$ cat config.mk
export PLATFORM = sky130hd
export DESIGN_NAME = lift_car_driver
export DESIGN_NICKNAME = d
export VERILOG_FILES = /design/src/rtl/lift_car_driver.sv
export SDC_FILE = /design/constraint.sdc
export NUM_CORES = 1
export LEC_CHECK = 0
export CORE_MARGIN = 10
export CORE_UTILIZATION = 30
export DETAILED_ROUTE_END_ITERATION = 10
export PLACE_DENSITY = 0.53
export SLEW_MARGIN = 20
export SYNTH_ARGS = -nofsm -noshare
export SYNTH_HDL_FRONTEND = slang
export SYNTH_SLANG_ARGS = --single-unit
export TNS_END_PERCENT = 50
$ cat constraint.sdc
create_clock -name clk -period 4.83 [get_ports clk]
set_input_delay 0.966 -clock clk [delete_from_list [all_inputs] [get_ports clk]]
set_output_delay 0.966 -clock clk [all_outputs]
set_load 0.05 [all_outputs]
$ cat src/rtl/lift_car_driver.sv
// -----------------------------------------------------------------------------
// lift_car_driver
//
// Drives a single lift car between floors 0..4. The lift controller presents a
// target floor and a direction; the car travels one floor every FLOOR_TICKS
// cycles, opens its door for DOOR_TICKS cycles on arrival (held open while the
// door is obstructed), and then returns to IDLE. An illegal command seen in
// IDLE locks the block into FAULT until reset.
//
// Parameters
//   FLOOR_TICKS : cycles to travel one floor (1..255)
//   DOOR_TICKS  : cycles the door stays open with no obstruction (1..255)
//
// Ports
//   clk               : clock, all state changes on the rising edge
//   reset             : asynchronous active-low reset
//   NextFloor[2:0]    : target floor from the controller (legal 0..4)
//   NextStopDirection : 2'b10 up, 2'b01 down, 2'b00 stay, 2'b11 invalid
//   DoorBlock         : door obstruction sensor, active high
//   CurrentFloor[2:0] : floor the car is at or last passed
//   MotorUp/MotorDown : motor drive commands (never both high)
//   DoorOpen          : door open command
//   Arrived           : one-cycle pulse on the edge the car reaches its target
//   Busy              : high whenever the FSM is (about to be) outside IDLE
//   Fault             : sticky invalid-command flag
//   o_dbg_state[1:0]  : current FSM state, for observation only
//
// Command sampling: there is no valid/ready handshake. NextFloor and
// NextStopDirection are treated as a level command that is sampled on every
// clock edge while the FSM is in IDLE and accepted on the edge that takes the
// FSM to MOVE; in every other state the command inputs are ignored, so the
// controller sees acceptance as Busy rising and completion as Arrived.
// -----------------------------------------------------------------------------
module lift_car_driver #(
  parameter int FLOOR_TICKS = 4,
  parameter int DOOR_TICKS  = 3
) (
  input  logic       clk,
  input  logic       reset,
  input  logic [2:0] NextFloor,
  input  logic [1:0] NextStopDirection,
  input  logic       DoorBlock,
  output logic [2:0] CurrentFloor,
  output logic       MotorUp,
  output logic       MotorDown,
  output logic       DoorOpen,
  output logic       Arrived,
  output logic       Busy,
  output logic       Fault,
  output logic [1:0] o_dbg_state
);

  typedef enum logic [1:0] {
    IDLE  = 2'd0,
    MOVE  = 2'd1,
    DOOR  = 2'd2,
    FAULT = 2'd3
  } state_t;

  localparam logic [7:0] FLOOR_LAST = 8'(FLOOR_TICKS - 1);
  localparam logic [7:0] DOOR_LAST  = 8'(DOOR_TICKS - 1);
  localparam logic [2:0] TOP_FLOOR  = 3'd4;
  localparam logic [1:0] DIR_UP     = 2'b10;
  localparam logic [1:0] DIR_DOWN   = 2'b01;
  localparam logic [1:0] DIR_BAD    = 2'b11;

  state_t     r_state;
  logic [2:0] r_target;
  logic       r_dir_up;
  logic [7:0] r_tick;
  logic [7:0] r_door_cnt;

  logic       w_cmd_invalid;
  logic       w_req_up;
  logic       w_req_down;
  logic       w_floor_wrap;
  logic [2:0] w_floor_next;
  logic       w_door_last;

  // Command decode, only acted on in IDLE. The invalid check has priority,
  // so an out-of-range target with a legal direction still faults.
  always_comb begin
    w_cmd_invalid = (NextStopDirection == DIR_BAD) || (NextFloor > TOP_FLOOR);
    w_req_up      = (NextStopDirection == DIR_UP)   && (NextFloor > CurrentFloor);
    w_req_down    = (NextStopDirection == DIR_DOWN) && (NextFloor < CurrentFloor);
  end

  // Travel and door timing. The floor only ever steps toward a target that
  // was range-checked on acceptance, so CurrentFloor stays within 0..4.
  always_comb begin
    w_floor_wrap = (r_tick == FLOOR_LAST);
    w_floor_next = r_dir_up ? (CurrentFloor + 3'd1) : (CurrentFloor - 3'd1);
    w_door_last  = (r_door_cnt == DOOR_LAST);
  end

  always_ff @(posedge clk or negedge reset) begin
    if (!reset) begin
      r_state      <= IDLE;
      r_target     <= 3'd0;
      r_dir_up     <= 1'b0;
      r_tick       <= 8'd0;
      r_door_cnt   <= 8'd0;
      CurrentFloor <= 3'd0;
      MotorUp      <= 1'b0;
      MotorDown    <= 1'b0;
      DoorOpen     <= 1'b0;
      Arrived      <= 1'b0;
      Busy         <= 1'b0;
      Fault        <= 1'b0;
    end else begin
      // Arrived is a single-cycle pulse; only the arrival edge sets it.
      Arrived <= 1'b0;

      case (r_state)
        IDLE: begin
          MotorUp   <= 1'b0;
          MotorDown <= 1'b0;
          DoorOpen  <= 1'b0;
          Busy      <= 1'b0;
          Fault     <= 1'b0;
          r_tick    <= 8'd0;
          if (w_cmd_invalid) begin
            r_state <= FAULT;
            Fault   <= 1'b1;
            Busy    <= 1'b1;
          end else if (w_req_up) begin
            r_state  <= MOVE;
            r_target <= NextFloor;
            r_dir_up <= 1'b1;
            MotorUp  <= 1'b1;
            Busy     <= 1'b1;
          end else if (w_req_down) begin
            r_state   <= MOVE;
            r_target  <= NextFloor;
            r_dir_up  <= 1'b0;
            MotorDown <= 1'b1;
            Busy      <= 1'b1;
          end
        end

        MOVE: begin
          // Command inputs are deliberately not looked at here: no
          // re-targeting and no fault check while travelling.
          if (w_floor_wrap) begin
            r_tick       <= 8'd0;
            CurrentFloor <= w_floor_next;
            if (w_floor_next == r_target) begin
              r_state    <= DOOR;
              r_door_cnt <= 8'd0;
              MotorUp    <= 1'b0;
              MotorDown  <= 1'b0;
              DoorOpen   <= 1'b1;
              Arrived    <= 1'b1;
            end
          end else begin
            r_tick <= r_tick + 8'd1;
          end
        end

        DOOR: begin
          // An obstruction restarts the full open period from zero.
          if (DoorBlock) begin
            r_door_cnt <= 8'd0;
          end else if (w_door_last) begin
            r_state    <= IDLE;
            r_door_cnt <= 8'd0;
            DoorOpen   <= 1'b0;
            Busy       <= 1'b0;
          end else begin
            r_door_cnt <= r_door_cnt + 8'd1;
          end
        end

        FAULT: begin
          // Terminal until reset; everything held safe.
          MotorUp   <= 1'b0;
          MotorDown <= 1'b0;
          DoorOpen  <= 1'b0;
          Busy      <= 1'b1;
          Fault     <= 1'b1;
        end

        default: begin
          r_state <= FAULT;
          Busy    <= 1'b1;
          Fault   <= 1'b1;
        end
      endcase
    end
  end

  assign o_dbg_state = r_state;

  // Safety invariants of the car.
  a_motor_excl: assert property (@(posedge clk) disable iff (!reset)
    !(MotorUp && MotorDown));
  a_floor_range: assert property (@(posedge clk) disable iff (!reset)
    CurrentFloor <= TOP_FLOOR);

endmodule
==> qor.csv <==
stage;metric;value;unit
setup_path;critical path capture point type;flip-flop;
global_routing;Total Routing Usage GR;8.27;%
timing;Final period util;60.6;%
cells_and_area;nets;224;
status;result of the run;completed;
place;number of buffer cells added on primary ports;18;
setup_path;number of cells traversed by the worst register-to-register path;7;
place;placed cell area;2040;um^2
clock_network;count of hold buffers inserted by post-cts repair;0;
floorplan;overall die area;9340;um^2
place;weighted congestion reported at the end of routability-driven placement;0.761;
detailed_routing;number of detailed-routing iterations run before antenna repair;5;
timing;unrepaired setup endpoints after global routing;no;
timing;top achievable clock speed;342;MHz
clock_network;number of resized instances in the post-cts repair step;0;
synth;synth warn;0;
timing;sum of negative setup slack;0;ns
setup_path;reg-to-reg startpoint;CurrentFloor[0];
cells_and_area;Design Area, Final;2120;um^2
detailed_routing;Routed Antenna Nets;0;
synth;count of different cell masters after synthesis;39;
detailed_routing;detailed router's first-iteration violation count;52;
cells_and_area;fraction of final layout cells sized beyond drive strength 1;8.29;%
timing;final slew viol count;0;
synth;number of flip-flops and latches in the synthesized netlist;31;
global_routing;number of global-route vias before repair;1385;
detailed_routing;vias;1374;
floorplan;I/O pin count;19;
place;HPWL after detailed placement;2750;um
run;total of max-cap violations;0;
clock_network;deepest level of the CTS H-tree;2;
synth;count of flip-flops with a built-in enable after synthesis;0;
floorplan;vertical die dimension;96.7;um
setup_path;CP Max Fanout;3;
synth;average cell area after synthesis;9.85;um^2
floorplan;width of the die;96.7;um
setup_path;type of the worst setup path;in -> reg;
min_path;worst hold path endpoint;r_door_cnt[7];
setup_path;capture instance of the worst register-to-register path;o_dbg_state[1];
setup_path;required arrival time at the worst endpoint;5.00;ns
floorplan;Initial Utilization;31.4;%
timing;final hold violation count;0;
synth;post-synthesis instance area;1760;um^2
global_routing;maximum number of pins on one net before global-route repair;32;
global_routing;final global-route overflow total;0;
floorplan;area of the placeable core;5610;um^2
cells_and_area;P&R area growth vs syn;20.3;%
clock_network;largest buffer count on any clock path;2;
detailed_routing;final routed DRC violation total;0;
synth;share of synthesized area occupied by flip-flops and latches;44.0;%
setup_path;type of origin of the critical path;input pin;
timing;minimum clock period after layout;2.93;ns
detailed_routing;average detailed-routed wire length per instance;13.4;um
power;Max rail drop VDD;147;uV
synth;most common flop cell mapped by yosys;sky130_fd_sc_hd__dfrtp_1;
power;pwr dens;226;nW/um^2
cells_and_area;final design utilization;37.8;%
clock_network;clock tree from TritonCTS;yes;
synth;cells after synthesis;179;
synth;share of flip-flops with an asynchronous set or reset;100;%
global_routing;first-pass GRT wire length;6620;um
detailed_routing;DRT Wirelength;3710;um
min_path;min-delay worst type;reg -> reg;
detailed_routing;via count normalized by instance count;4.96;
setup_path;critical path data arrival time;3.10;ns
min_path;Worst Hold Depth;1;
synth;Post-Synthesis Net Count;199;
timing;headroom to the max-slew limit;56.8;%
floorplan;row cnt;27;
cells_and_area;Diodes inserted;0;
clock_network;clock latency of the later-clocked register in the worst-skew pair;0.29;ns
timing;actual transition at the worst max-transition pin;0.643;ns
clock_network;number of clock sinks;31;
setup_path;FF-to-FF setup slack;2.51;ns
power;Leakage;0.963;nW
global_routing;antenna violations before repair;0;
clock_network;master cell of the clock root buffer;sky130_fd_sc_hd__clkbuf_8;
min_path;hold path startpoint;r_door_cnt[7];
timing;count of endpoints failing setup in the final report;0;
clock_network;number of buffers created by CTS;5;
timing;worst clock skew;0.00284;ns
clock_network;Post-CTS Repair Setup Buffers;0;
clock_network;clk slew on worst S/H paths;0.06;ns
-- metal layers --
layer	part of all wire, %	GRT usage (%)	vias up
li1	-	-	693
met1	49	10.7	659
met2	45	12.2	15
met3	3.9	2.63	7
met4	1.8	3.72	0
met5	0	0	-
-- sequential cells by signal, summed over array words and instances (netlist names), 2 cells and up --
name / cells
r_door_cnt: 8
r_tick: 8
CurrentFloor: 3
r_target: 3
o_dbg_state: 2
-- synthesized netlist by cell type, drive strengths merged (3+ instances only) --
cell	instances	area share, %
o31ai	3	1.3
nor2	12	2.6
mux2	4	2.6
a21oi	5	1.4
nand3	4	1.1
nor2b	3	1.1
o21ai	27	7.7
dfrtp	31	44
ha	11	7.8
xnor2	7	3.5
nand2b	5	1.8
inv	11	2.3
nand2	16	3.4
and3	6	2.1
-- worst max-delay path, stage by stage --
cell and delay, ns:
sky130_fd_sc_hd__clkdlybuf4s50_1 0.45, sky130_fd_sc_hd__ha_1 0.34, sky130_fd_sc_hd__a311o_1 0.37, sky130_fd_sc_hd__or2_2 0.30, sky130_fd_sc_hd__a21oi_1 0.30, sky130_fd_sc_hd__mux2_2 0.37
-- metrics by stage --
| stage | power [mW] | hold WS (ns) | cells | worst slack (ns) |
|---|---|---|---|---|
| 6_report | 0.479 | 0.472 | 277 | 1.90 |
| 4_1_cts | 0.489 | 0.479 | 277 | 1.91 |
| 3_5_place_dp | 0.286 | 0.467 | 269 | 1.61 |
| 3_3_place_gp | 0.285 | 0.471 | 269 | 1.64 |
| 2_1_floorplan | 0.271 | 0.438 | 179 | 2.22 |
| 5_1_grt | 0.501 | 0.513 | 277 | 1.84 |
-- area by class of cell --
type | count | area [um^2]
Fill cell | 589 | 3490
Multi-Input combinational cell | 135 | 937
Sequential cell | 31 | 776
Timing Repair Buffer | 20 | 195
Tap cell | 72 | 90.1
Clock buffer | 7 | 76.3
Inverter | 11 | 41.3
Clock inverter | 1 | 5.00
-- kinds of logic (layout without fill, tap and decap cells) --
family / after synthesis / in the layout / synth area share, %
simple gates: 58 / 58 / 17.8
flops: 31 / 31 / 44.0
buf+inv: 13 / 39 / 2.84
compound gates: 50 / 50 / 18.2
mux: 6 / 6 / 3.69
fa+ha+maj: 12 / 12 / 8.94
xor+xnor: 9 / 9 / 4.47
-- where the power goes --
| group | switching, mW | total (mW) | internal, mW |
|---|---|---|---|
| Clock | 0.0982 | 0.199 | 0.101 |
| Combinational | 0.0115 | 0.0205 | 0.00894 |
| Sequential | 0 | 0.260 | 0.260 |
-- how the worst max path moves through the flow --
stage,startpoint,endpoint,slack [ns],cells past startpoint
finish,NextFloor[2],r_target[1],1.90,6
global route,NextFloor[2],r_target[0],1.84,6
CTS,NextFloor[2],r_target[1],1.91,6
detailed placement,NextFloor[2],r_target[1],1.61,6
global placement,NextFloor[2],r_target[1],1.64,6
floorplan,NextFloor[2],r_target[0],2.22,5
-- cells in the final DEF, fill, tap and decap left out, drive strengths merged, types with 2 or more instances in the layout --
cell / Yosys / routed
nor4: 2 / 2
xor2: 2 / 2
and3: 6 / 6
o21a: 2 / 2
a21oi: 5 / 5
ha: 11 / 11
o21ai: 27 / 27
xnor2: 7 / 7
nand3: 4 / 4
nand2b: 5 / 5
mux2: 4 / 4
mux2i: 2 / 2
nand2: 16 / 16
a21o: 2 / 2
buf: 1 / 2
clkbuf: 1 / 7
clkdlybuf4s50: 0 / 18
or4b: 2 / 2
a31oi: 2 / 2
o41ai: 2 / 2
inv: 11 / 11
o31ai: 3 / 3
nand3b: 2 / 2
nor2b: 3 / 3
dfrtp: 31 / 31
nor2: 12 / 12
or4: 2 / 2
o2111ai: 2 / 2
Note: power is estimated with default switching activity, not from simulation.
